## config.mk

```make
export PLATFORM = sky130hd
export DESIGN_NAME = led_blink_ctrl_flat
export DESIGN_NICKNAME = d
export VERILOG_FILES = /design/src/rtl/led_ctrl_pkg.sv /design/src/rtl/led_blink_ctrl_if.sv /design/src/rtl/half_period_timer.sv /design/src/rtl/led_blink_ctrl.sv /design/src/flat_wrapper.sv
export SDC_FILE = /design/constraint.sdc
export NUM_CORES = 1
export LEC_CHECK = 0
export BUFFER_PORTS_ARGS = -buffer_cell sky130_fd_sc_hd__buf_2
export CAP_MARGIN = 20
export CORE_UTILIZATION = 50
export CTS_CLUSTER_DIAMETER = 150
export DETAILED_ROUTE_END_ITERATION = 8
export GPL_TIMING_DRIVEN = 0
export HOLD_SLACK_MARGIN = 0.06
export PLACE_DENSITY = 0.76
export SETUP_SLACK_MARGIN = 0.15
export SKIP_LAST_GASP = 1
export SLEW_MARGIN = 20
export SYNTH_ARGS = -nofsm -noshare
export SYNTH_HDL_FRONTEND = slang
export SYNTH_SLANG_ARGS = --single-unit
```

## constraint.sdc

```tcl
create_clock -name CLOCK_50 -period 8 [get_ports CLOCK_50]
set_clock_uncertainty 0.15 [all_clocks]
set_input_delay 0.8 -clock CLOCK_50 [delete_from_list [all_inputs] [get_ports CLOCK_50]]
set_output_delay 0.8 -clock CLOCK_50 [all_outputs]
set_load 0.005 [all_outputs]
```

## src/rtl/led_ctrl_pkg.sv

```systemverilog
// Shared encodings for the LED blink controller: command modes, FSM states
// and the fallback half-period used when a command carries H = 0.
package led_ctrl_pkg;

  typedef enum logic [1:0] {
    MODE_OFF   = 2'd0,
    MODE_ON    = 2'd1,
    MODE_BLINK = 2'd2,
    MODE_BURST = 2'd3
  } mode_e;

  typedef enum logic [2:0] {
    ST_OFF,
    ST_ON,
    ST_BLINK,
    ST_BURST_ON,
    ST_BURST_OFF
  } state_e;

  localparam int DEFAULT_HALF_PERIOD_CYC = 5000;

endpackage

```

## src/rtl/led_blink_ctrl_if.sv

```systemverilog
// Command handshake bundle for led_blink_ctrl: valid/ready plus the mode,
// half-period and burst-count payload.
interface led_blink_ctrl_if #(
  parameter int PERIOD_W = 16
);

  logic                cmd_valid;
  logic                cmd_ready;
  logic [1:0]          cmd_mode;
  logic [PERIOD_W-1:0] cmd_half_period;
  logic [7:0]          cmd_burst;

  modport master (
    output cmd_valid, cmd_mode, cmd_half_period, cmd_burst,
    input  cmd_ready
  );

  modport slave (
    input  cmd_valid, cmd_mode, cmd_half_period, cmd_burst,
    output cmd_ready
  );

endinterface

```

## src/rtl/half_period_timer.sv

```systemverilog
// Half-period counter: runs 0..half_period-1, flags expiry on the last count
// and restarts from 0 on expiry or on an explicit load.
module half_period_timer #(
  parameter int PERIOD_W = 16
) (
  input  logic                CLOCK_50,
  input  logic                reset,
  input  logic                load,
  input  logic [PERIOD_W-1:0] half_period,
  output logic                expire
);

  logic [PERIOD_W-1:0] count;

  assign expire = (count == half_period - PERIOD_W'(1));

  // NOTE: registered state uses non-blocking assignments so every flop samples pre-edge values.
  always_ff @(posedge CLOCK_50) begin
    if (reset || load || expire) begin
      count <= '0;
    end else begin
      count <= count + PERIOD_W'(1);
    end
  end

endmodule

```

## src/rtl/led_blink_ctrl.sv

```systemverilog
// LED controller: OFF / ON / continuous BLINK / counted BURST, driven by a
// valid/ready command port; bursts hold off new commands until they finish.
module led_blink_ctrl
  import led_ctrl_pkg::*;
#(
  parameter int PERIOD_W            = 16,
  parameter int DEFAULT_HALF_PERIOD = DEFAULT_HALF_PERIOD_CYC
) (
  input  logic                  CLOCK_50,
  input  logic                  reset,
  led_blink_ctrl_if.slave       cmd,
  output logic [1:0]            LED,
  output logic                  busy,
  output logic                  done
);

  state_e              state;
  logic                lamp;
  logic                ready;
  logic [PERIOD_W-1:0] half_period;
  logic [7:0]          burst_left;
  logic                accept;
  logic                expire;
  logic [PERIOD_W-1:0] cmd_h_eff;
  mode_e               mode;

  assign accept        = cmd.cmd_valid && ready;
  assign mode          = mode_e'(cmd.cmd_mode);
  assign cmd_h_eff     = (cmd.cmd_half_period == '0) ? PERIOD_W'(DEFAULT_HALF_PERIOD)
                                                      : cmd.cmd_half_period;
  assign cmd.cmd_ready = ready;
  assign LED           = {~lamp, lamp};

  // Every accepted command restarts the timer, so an expiry in the accept cycle is dropped.
  half_period_timer #(.PERIOD_W(PERIOD_W)) u_timer (
    .CLOCK_50    (CLOCK_50),
    .reset       (reset),
    .load        (accept),
    .half_period (half_period),
    .expire      (expire)
  );

  always_ff @(posedge CLOCK_50) begin
    if (reset) begin
      state       <= ST_OFF;
      lamp        <= 1'b0;
      ready       <= 1'b1;
      busy        <= 1'b0;
      done        <= 1'b0;
      half_period <= PERIOD_W'(DEFAULT_HALF_PERIOD);
      burst_left  <= '0;
    end else begin
      done <= 1'b0;
      if (accept) begin
        unique case (mode)
          MODE_OFF: begin
            state <= ST_OFF;
            lamp  <= 1'b0;
          end
          MODE_ON: begin
            state <= ST_ON;
            lamp  <= 1'b1;
          end
          MODE_BLINK: begin
            state       <= ST_BLINK;
            lamp        <= 1'b1;
            half_period <= cmd_h_eff;
          end
          MODE_BURST: begin
            half_period <= cmd_h_eff;
            burst_left  <= cmd.cmd_burst;
            if (cmd.cmd_burst == 8'd0) begin
              state <= ST_OFF;
              lamp  <= 1'b0;
              done  <= 1'b1;
            end else begin
              state <= ST_BURST_ON;
              lamp  <= 1'b1;
              busy  <= 1'b1;
              ready <= 1'b0;
            end
          end
        endcase
      end else if (expire) begin
        case (state)
          ST_BLINK: lamp <= ~lamp;
          ST_BURST_ON: begin
            state <= ST_BURST_OFF;
            lamp  <= 1'b0;
          end
          ST_BURST_OFF: begin
            if (burst_left == 8'd1) begin
              state <= ST_OFF;
              busy  <= 1'b0;
              ready <= 1'b1;
              done  <= 1'b1;
            end else begin
              burst_left <= burst_left - 8'd1;
              state      <= ST_BURST_ON;
              lamp       <= 1'b1;
            end
          end
          default: ;
        endcase
      end
    end
  end

endmodule

```

## src/flat_wrapper.sv

```systemverilog
// flat-port wrapper written by rule: the top's interface ports become plain ports
module led_blink_ctrl_flat import led_ctrl_pkg::*;
#(
  parameter int PERIOD_W            = 16,
  parameter int DEFAULT_HALF_PERIOD = DEFAULT_HALF_PERIOD_CYC
)
  (CLOCK_50, reset, LED, busy, done, cmd_cmd_valid, cmd_cmd_mode, cmd_cmd_half_period, cmd_cmd_burst, cmd_cmd_ready);
  led_blink_ctrl_if #(.PERIOD_W(PERIOD_W)) cmd_i ();
  input  logic CLOCK_50;
  input  logic reset;
  output logic [1:0] LED;
  output logic busy;
  output logic done;
  input wire logic [$bits(cmd_i.cmd_valid)-1:0] cmd_cmd_valid;
  input wire logic [$bits(cmd_i.cmd_mode)-1:0] cmd_cmd_mode;
  input wire logic [$bits(cmd_i.cmd_half_period)-1:0] cmd_cmd_half_period;
  input wire logic [$bits(cmd_i.cmd_burst)-1:0] cmd_cmd_burst;
  output wire logic [$bits(cmd_i.cmd_ready)-1:0] cmd_cmd_ready;
  assign cmd_i.cmd_valid = cmd_cmd_valid;
  assign cmd_i.cmd_mode = cmd_cmd_mode;
  assign cmd_i.cmd_half_period = cmd_cmd_half_period;
  assign cmd_i.cmd_burst = cmd_cmd_burst;
  assign cmd_cmd_ready = cmd_i.cmd_ready;
  led_blink_ctrl #(.PERIOD_W(PERIOD_W), .DEFAULT_HALF_PERIOD(DEFAULT_HALF_PERIOD)) u_core (.CLOCK_50(CLOCK_50), .reset(reset), .cmd(cmd_i), .LED(LED), .busy(busy), .done(done));
endmodule
```

==> results.cfg, run 1 <==
[clocking]
numCtsBuffers = 5
cts_resized = 0
insertion_delay_ns = 0.30
cts_tree = built
htreeDepth = 2
cts_root_buf = clkbuf_8
cts_sinks = 47
post-cts-setup-buffer-count = 0
ctsHoldBuffers = 0
clk_path_buf_depth = 2
clk_pin_slew_worst_paths_ns = 0.09

[setup_path]
crit_fanout = 10
cp.arrival_ns = 2.90
worst-path-buf-inv = 2
crit_cells = 11
worstSetupEndpoint = u_core.u_timer.count[3]
reg2reg_slack_ns = 5.14
slowest_delay_ns = 0.38
critPathKind = reg2reg
setup.worst_path.start_class = flop
startpoint = u_core.half_period[0]
path_cells = inv_1 -> ha_1 -> nor4b_2 -> nand4b_1 -> xnor2_1 -> o211ai_1 -> a211oi_2 -> nand4_1 -> nand2_1 -> buf_2 -> nor2_1
worstPathRequired_ns = 8.04
end_kind = flop
r2r-end = u_core.u_timer.count[3]
crit_family = simple AND/OR/NAND/NOR gates
rr_worst_depth = 11
cp_slowest_cell = nor4b_2
r2r_start = u_core.half_period[0]

[placed_design]
dpl.hpwl_um = 4890
port_buffers = 33
routabilityCongestion = 0.881
place_inst = 447

[timing]
fin_crit_sh_pct = 35.8
slew_violations = 0
rsz0062_at_grt = false
tightest_slew_ns = 0.578
finalHoldViolCount = 0
tns_ns = 0
hold-worst-slack_ns = 0.323
slew_headroom_pct = 61.3
fin_crit_ns = 2.86
fmax_mhz = 350
setup_viol = 0

[status]
status = finished, final reports clean

[drt]
topRoutingLayerUsed = met4
dr.pass1.iters = 4
num_vias = 2551
vias_per_cell = 5.61
wl_met2_um = 3170
drc = 0
drt-total-wl_um = 6350
wirelength_met1_um = 2780
avgRoutedWirePerCell_um = 13.9
ant_nets = 0
drt_iter0_drc = 173
met3WireLength_um = 246

[layout]
final_common_cell = nand2_1
n_fill_cell = 498
final_cell_mix = 55 x nand2_1, 47 x dfxtp_1, 35 x nor2_1, 34 x buf_2, 23 x xnor2_1
drive_gt1_share_pct = 15.3
antenna_cells = 0
multi_input_area_um2 = 1730
layout.nets = 420
final_cells = 455
seq_area_um2 = 941
area_delta_synth_final_pct = 12.6

[floorplanning]
start_util_pct = 53.3
die_y_um = 76.9
io_pins = 34
core_um2 = 5270
rows = 26
die_w_um = 76.9
dieArea_um2 = 5920

[logic_synthesis]
synth_cell_types = 57
synth-async-reset-ratio_pct = 0
synth_fp_nets = 380
synth_area_leaders = dfxtp_1 34%, nand2_1 7.4%, xnor2_1 7.2%, nor2_1 4.7%, xor2_1 4.1%
ys_warn_count = 0
synth_edf_count = 0
synthFlopType = dfxtp_1
synth_top_area_share_pct = 33.5
synth_area_um2 = 2810
yosys_register_bits = 47
postSynthAreaPerCell_um2 = 8.16
synth_top_area_cell = dfxtp_1
syn_inst = 344
yosysSeqAreaShare_pct = 33.5

[power_and_ir_drop]
p_per_area_nw_per_um2 = 155
power_leakage_nw = 1.18
vdd_drop_max_mv = 0.166

[global_routing]
grt-ovfl-total = 0
grtUsageTotal_pct = 22.3
grt_antenna_before_repair = 0
grt_pass1_vias = 2447
grt_max_degree = 14
grt_pass1_wl_um = 10600

[job]
maxCapViolCount = 0

[hold_path]
min_path_type = reg2reg
worst min-delay path by stage:
stage	start	endpoint	cells after the start
final	u_core.half_period[15]	u_core.half_period[15]	2
after global routing	u_core.busy	u_core.busy	1
after floorplan	u_core.half_period[15]	u_core.half_period[15]	2
after CTS	u_core.half_period[15]	u_core.half_period[15]	2
after detailed placement	u_core.busy	u_core.busy	1
after global placement	u_core.busy	u_core.busy	1
metal layers:
layer | vias up | global-route usage, %
met1 | 1176 | 25.5
li1 | 1301 | -
met2 | 62 | 41.3
met3 | 12 | 3.81
met4 | 0 | 8.08
met5 | - | 0
cell usage after synthesis, types with 2 or more instances:
master    instances
a21oi_1          17
nand3_1          13
and2_1            3
nor4b_1           2
o22ai_1           7
clkbuf_1         10
nor4_1            9
inv_1            17
nor3_2            2
mux2i_1           3
nand4_1           5
o311a_1           4
nor3_1            6
or3_1             2
xor2_1           13
o21a_1            3
buf_6             2
o21ai_0           4
o211ai_1          7
dfxtp_1          47
xnor2_1          23
nor2_1           35
o31ai_1           3
and3_1            4
nand2_1          55
a211oi_1          2
o32ai_1           2
ha_1              7
a22oi_1           3
nor4b_2           4
nand2b_1          4
registers in the layout, summed over array words and instances, names as in the netlist:
name,count
u_core.burst_left,8
u_core.state,3
u_core.busy,1
u_core.cmd.cmd_ready,1
u_core.done,1
u_core.u_timer.count,16
u_core.half_period,16
u_core.lamp,1
cell type report:
cell class,count,area share [%]
multi-input combinational,266,54.8
sequential,47,29.8
timing repair buffer,33,5.23
clock buffer,8,3.17
tap,70,2.77
buffer,14,2.30
inverter,17,2.02
worst register-to-register path: cells and delay by family, from the launching register on:
family | cells | cell delay [ns]
AOI/OAI and AO/OA | 2 | 0.37
xor gates and xnor gates | 1 | 0.17
adders and majority gates | 1 | 0.24
buffers and inverters | 2 | 0.34
DFF | 1 | 0.36
and+or+nand+nor | 5 | 1.12
power by group:
part	internal, mW	switching, mW
Clock	0.0790	0.0794
Combinational	0.0338	0.0451
Sequential	0.242	0.0109
Total	0.355	0.135
stage by stage:
step | utilization [%] | cell area (um2) | setup slack [ns] | total power, mW
after global placement | 58.1 | 3060 | 5.20 | 0.334
after CTS | 60.0 | 3160 | 5.16 | 0.493
after global routing | 60.0 | 3160 | 4.88 | 0.515
after floorplan | - | 2810 | 5.51 | 0.311
final | 60.0 | 3160 | 5.14 | 0.490
after detailed placement | 58.1 | 3060 | 5.17 | 0.337
cell families after synthesis:
logic type / share of synthesized area, %
buffers and inverters: 4.86
xor gates and xnor gates: 11.2
and+or+nand+nor: 28.3
adders and majority gates: 3.12
AOI/OAI and AO/OA: 17.9
muxes: 1.07
DFF: 33.5
(Power assumes the default switching activity.)
==> inputs of run 2 (changes only) <==
- PLACE_DENSITY: 0.76 -> 0.79
- clock period: 8 -> 2.3 ns (I/O delays scaled with it)
==> results.cfg, run 2 (same netlist as run 1, synthesis figures left out) <==
[status]
status = finished, violations left
violations = negative setup slack

[floorplanning]
core_um2 = 5270
io_pins = 34
die_y_um = 76.9
dieArea_um2 = 5920
start_util_pct = 53.3
rows = 26
die_w_um = 76.9

[timing]
fmax_mhz = 376
fin_crit_sh_pct = 116
tightest_slew_ns = 0.598
fin_crit_ns = 2.66
slew_violations = 0
hold-worst-slack_ns = 0.0921
finalHoldViolCount = 0
setup_viol = 31
tns_ns = -7.80
slew_headroom_pct = 60.0
rsz0062_at_grt = true
setup_ws_ns = -0.362

[hold_path]
min_path_type = in2reg
whs_endpoint = u_core.burst_left[5]
holdPathStages = 3
hp-start = cmd_cmd_burst[5]

[setup_path]
cp.arrival_ns = 2.70
path_cells = nor4_4 -> buf_4 -> nand4_1 -> xnor2_1 -> nand2_1 -> a211oi_2 -> nand4_1 -> buf_6 -> o311ai_4 -> o31ai_2
end_kind = flop
reg2reg_slack_ns = -0.36
r2r-end = u_core.burst_left[4]
slowest_delay_ns = 0.38
crit_fanout = 7
crit_family = simple AND/OR/NAND/NOR gates
crit_top_cell = nand4_1
setup.worst_path.start_class = flop
worstPathRequired_ns = 2.34
rr_worst_depth = 10
r2r_start = u_core.half_period[5]
worst-path-buf-inv = 2
cp_slowest_cell = nor4_4
critPathKind = reg2reg

[drt]
avgRoutedWirePerCell_um = 15.0
vias_per_cell = 5.74
ant_nets = 0
drc = 0
num_vias = 2786
drt_iter0_drc = 138
dr.pass1.iters = 4
drt-total-wl_um = 7270

[global_routing]
grt_max_degree = 15
grtUsageTotal_pct = 25.5
grt_pass1_wl_um = 12100
grt_antenna_before_repair = 0
grt_pass1_vias = 2630
grt-ovfl-total = 0

[clocking]
clk_path_buf_depth = 2
cts_tree = built
htreeDepth = 2
cts_sinks = 47
numCtsBuffers = 5
clk_pin_slew_worst_paths_ns = 0.09
insertion_delay_ns = 0.32
cts_root_buf = clkbuf_8

[power_and_ir_drop]
swShare_pct = 26.6
seq_power_share_pct = 45.1
power_leakage_nw = 1.35
pwr-share-clk_pct = 37.6
p_total_mw = 1.95
p_per_area_nw_per_um2 = 539
p_switching_mw = 0.519
internal_power_mw = 1.43
comb_power_share_pct = 17.3
vdd_drop_max_mv = 0.379

[layout]
reg_top3 = u_core.half_period x16, u_core.u_timer.count x16, u_core.burst_left x8
final_common_cell = nand2_1
layout.nets = 450
final_cell_mix = 54 x nand2_1, 43 x dfxtp_1, 33 x buf_2, 23 x xnor2_1, 19 x nor2_1
drive_gt1_share_pct = 24.6
final_core_util_pct = 68.6
antenna_cells = 0
area_delta_synth_final_pct = 28.8

[placed_design]
dpl.hpwl_um = 4980
place_ws_ns = -0.339
routabilityCongestion = 0.893
port_buffers = 33

[job]
maxCapViolCount = 0
-- run 2: cell types whose count changed in the layout (fill, tap and decap cells not counted), moves of 3 or more --
cell / delta
nor2_2: +14
dfxtp_4: +4
buf_6: +3
nor2_1: -16
buf_4: +11
dfxtp_1: -4
dlygate4sd3_1: +16
-- run 2: routing by layer --
metal | wire length (um) | up-vias | track usage [%]
met5 | 0 | - | 0
met4 | 258 | 0 | 12.9
met3 | 317 | 31 | 5.48
met2 | 3620 | 82 | 44.5
met1 | 3080 | 1310 | 29.1
li1 | - | 1363 | -
-- run 2: how the worst max path moves through the flow --
stage,start,cells past startpoint,slack (ns),endpoint
2_1_floorplan,u_core.half_period[5],8,-0.01,u_core.burst_left[4]
5_1_grt,u_core.half_period[7],10,-0.53,u_core.burst_left[3]
4_1_cts,u_core.half_period[1],11,-0.34,u_core.burst_left[4]
3_3_place_gp,u_core.half_period[0],11,-0.30,u_core.u_timer.count[10]
3_5_place_dp,u_core.half_period[0],11,-0.34,u_core.u_timer.count[2]
6_report,u_core.half_period[5],10,-0.36,u_core.burst_left[4]
-- run 2: area by class of cell --
cell class / instances / area [um2]
timing repair buffer: 63 / 442
fill: 434 / 1650
multi-input combinational: 266 / 1850
buffer: 14 / 83.8
clock buffer: 6 / 72.6
clock inverter: 2 / 60.1
inverter: 17 / 66.3
sequential: 47 / 956
tap: 70 / 87.6
-- run 2: power groups by stage --
stage          clock network, mW  registers [mW]  logic (mW)
3_5_place_dp                   0           0.901       0.279
2_1_floorplan                  0           0.892       0.199
3_3_place_gp                   0           0.899       0.272
6_report                   0.733           0.879       0.337
5_1_grt                    0.774           0.883       0.370
4_1_cts                    0.737           0.877       0.322
-- run 2: worst reg2reg max path, cell delays in order, from the launching register on --
cell and delay [ns]:
dfxtp_4 0.36, nor4_4 0.38, buf_4 0.19, nand4_1 0.12, xnor2_1 0.19, nand2_1 0.08
a211oi_2 0.27, nand4_1 0.22, buf_6 0.21, o311ai_4 0.27, o31ai_2 0.10
-- run 2: timing repair --
item,4_1_cts,5_1_grt
endpoints found under the hold margin,16,0
pin swaps,18,6
buffers inserted,9,4
setup endpoints to repair,31,41
cloned,1,0
resized for setup,18,20
hold buffers,16,0
-- run 2: per-stage QoR --
step,cell area (um2),cells
5_1_grt,3620,485
4_1_cts,3520,481
3_3_place_gp,3100,447
2_1_floorplan,2840,344
6_report,3620,485
3_5_place_dp,3100,447
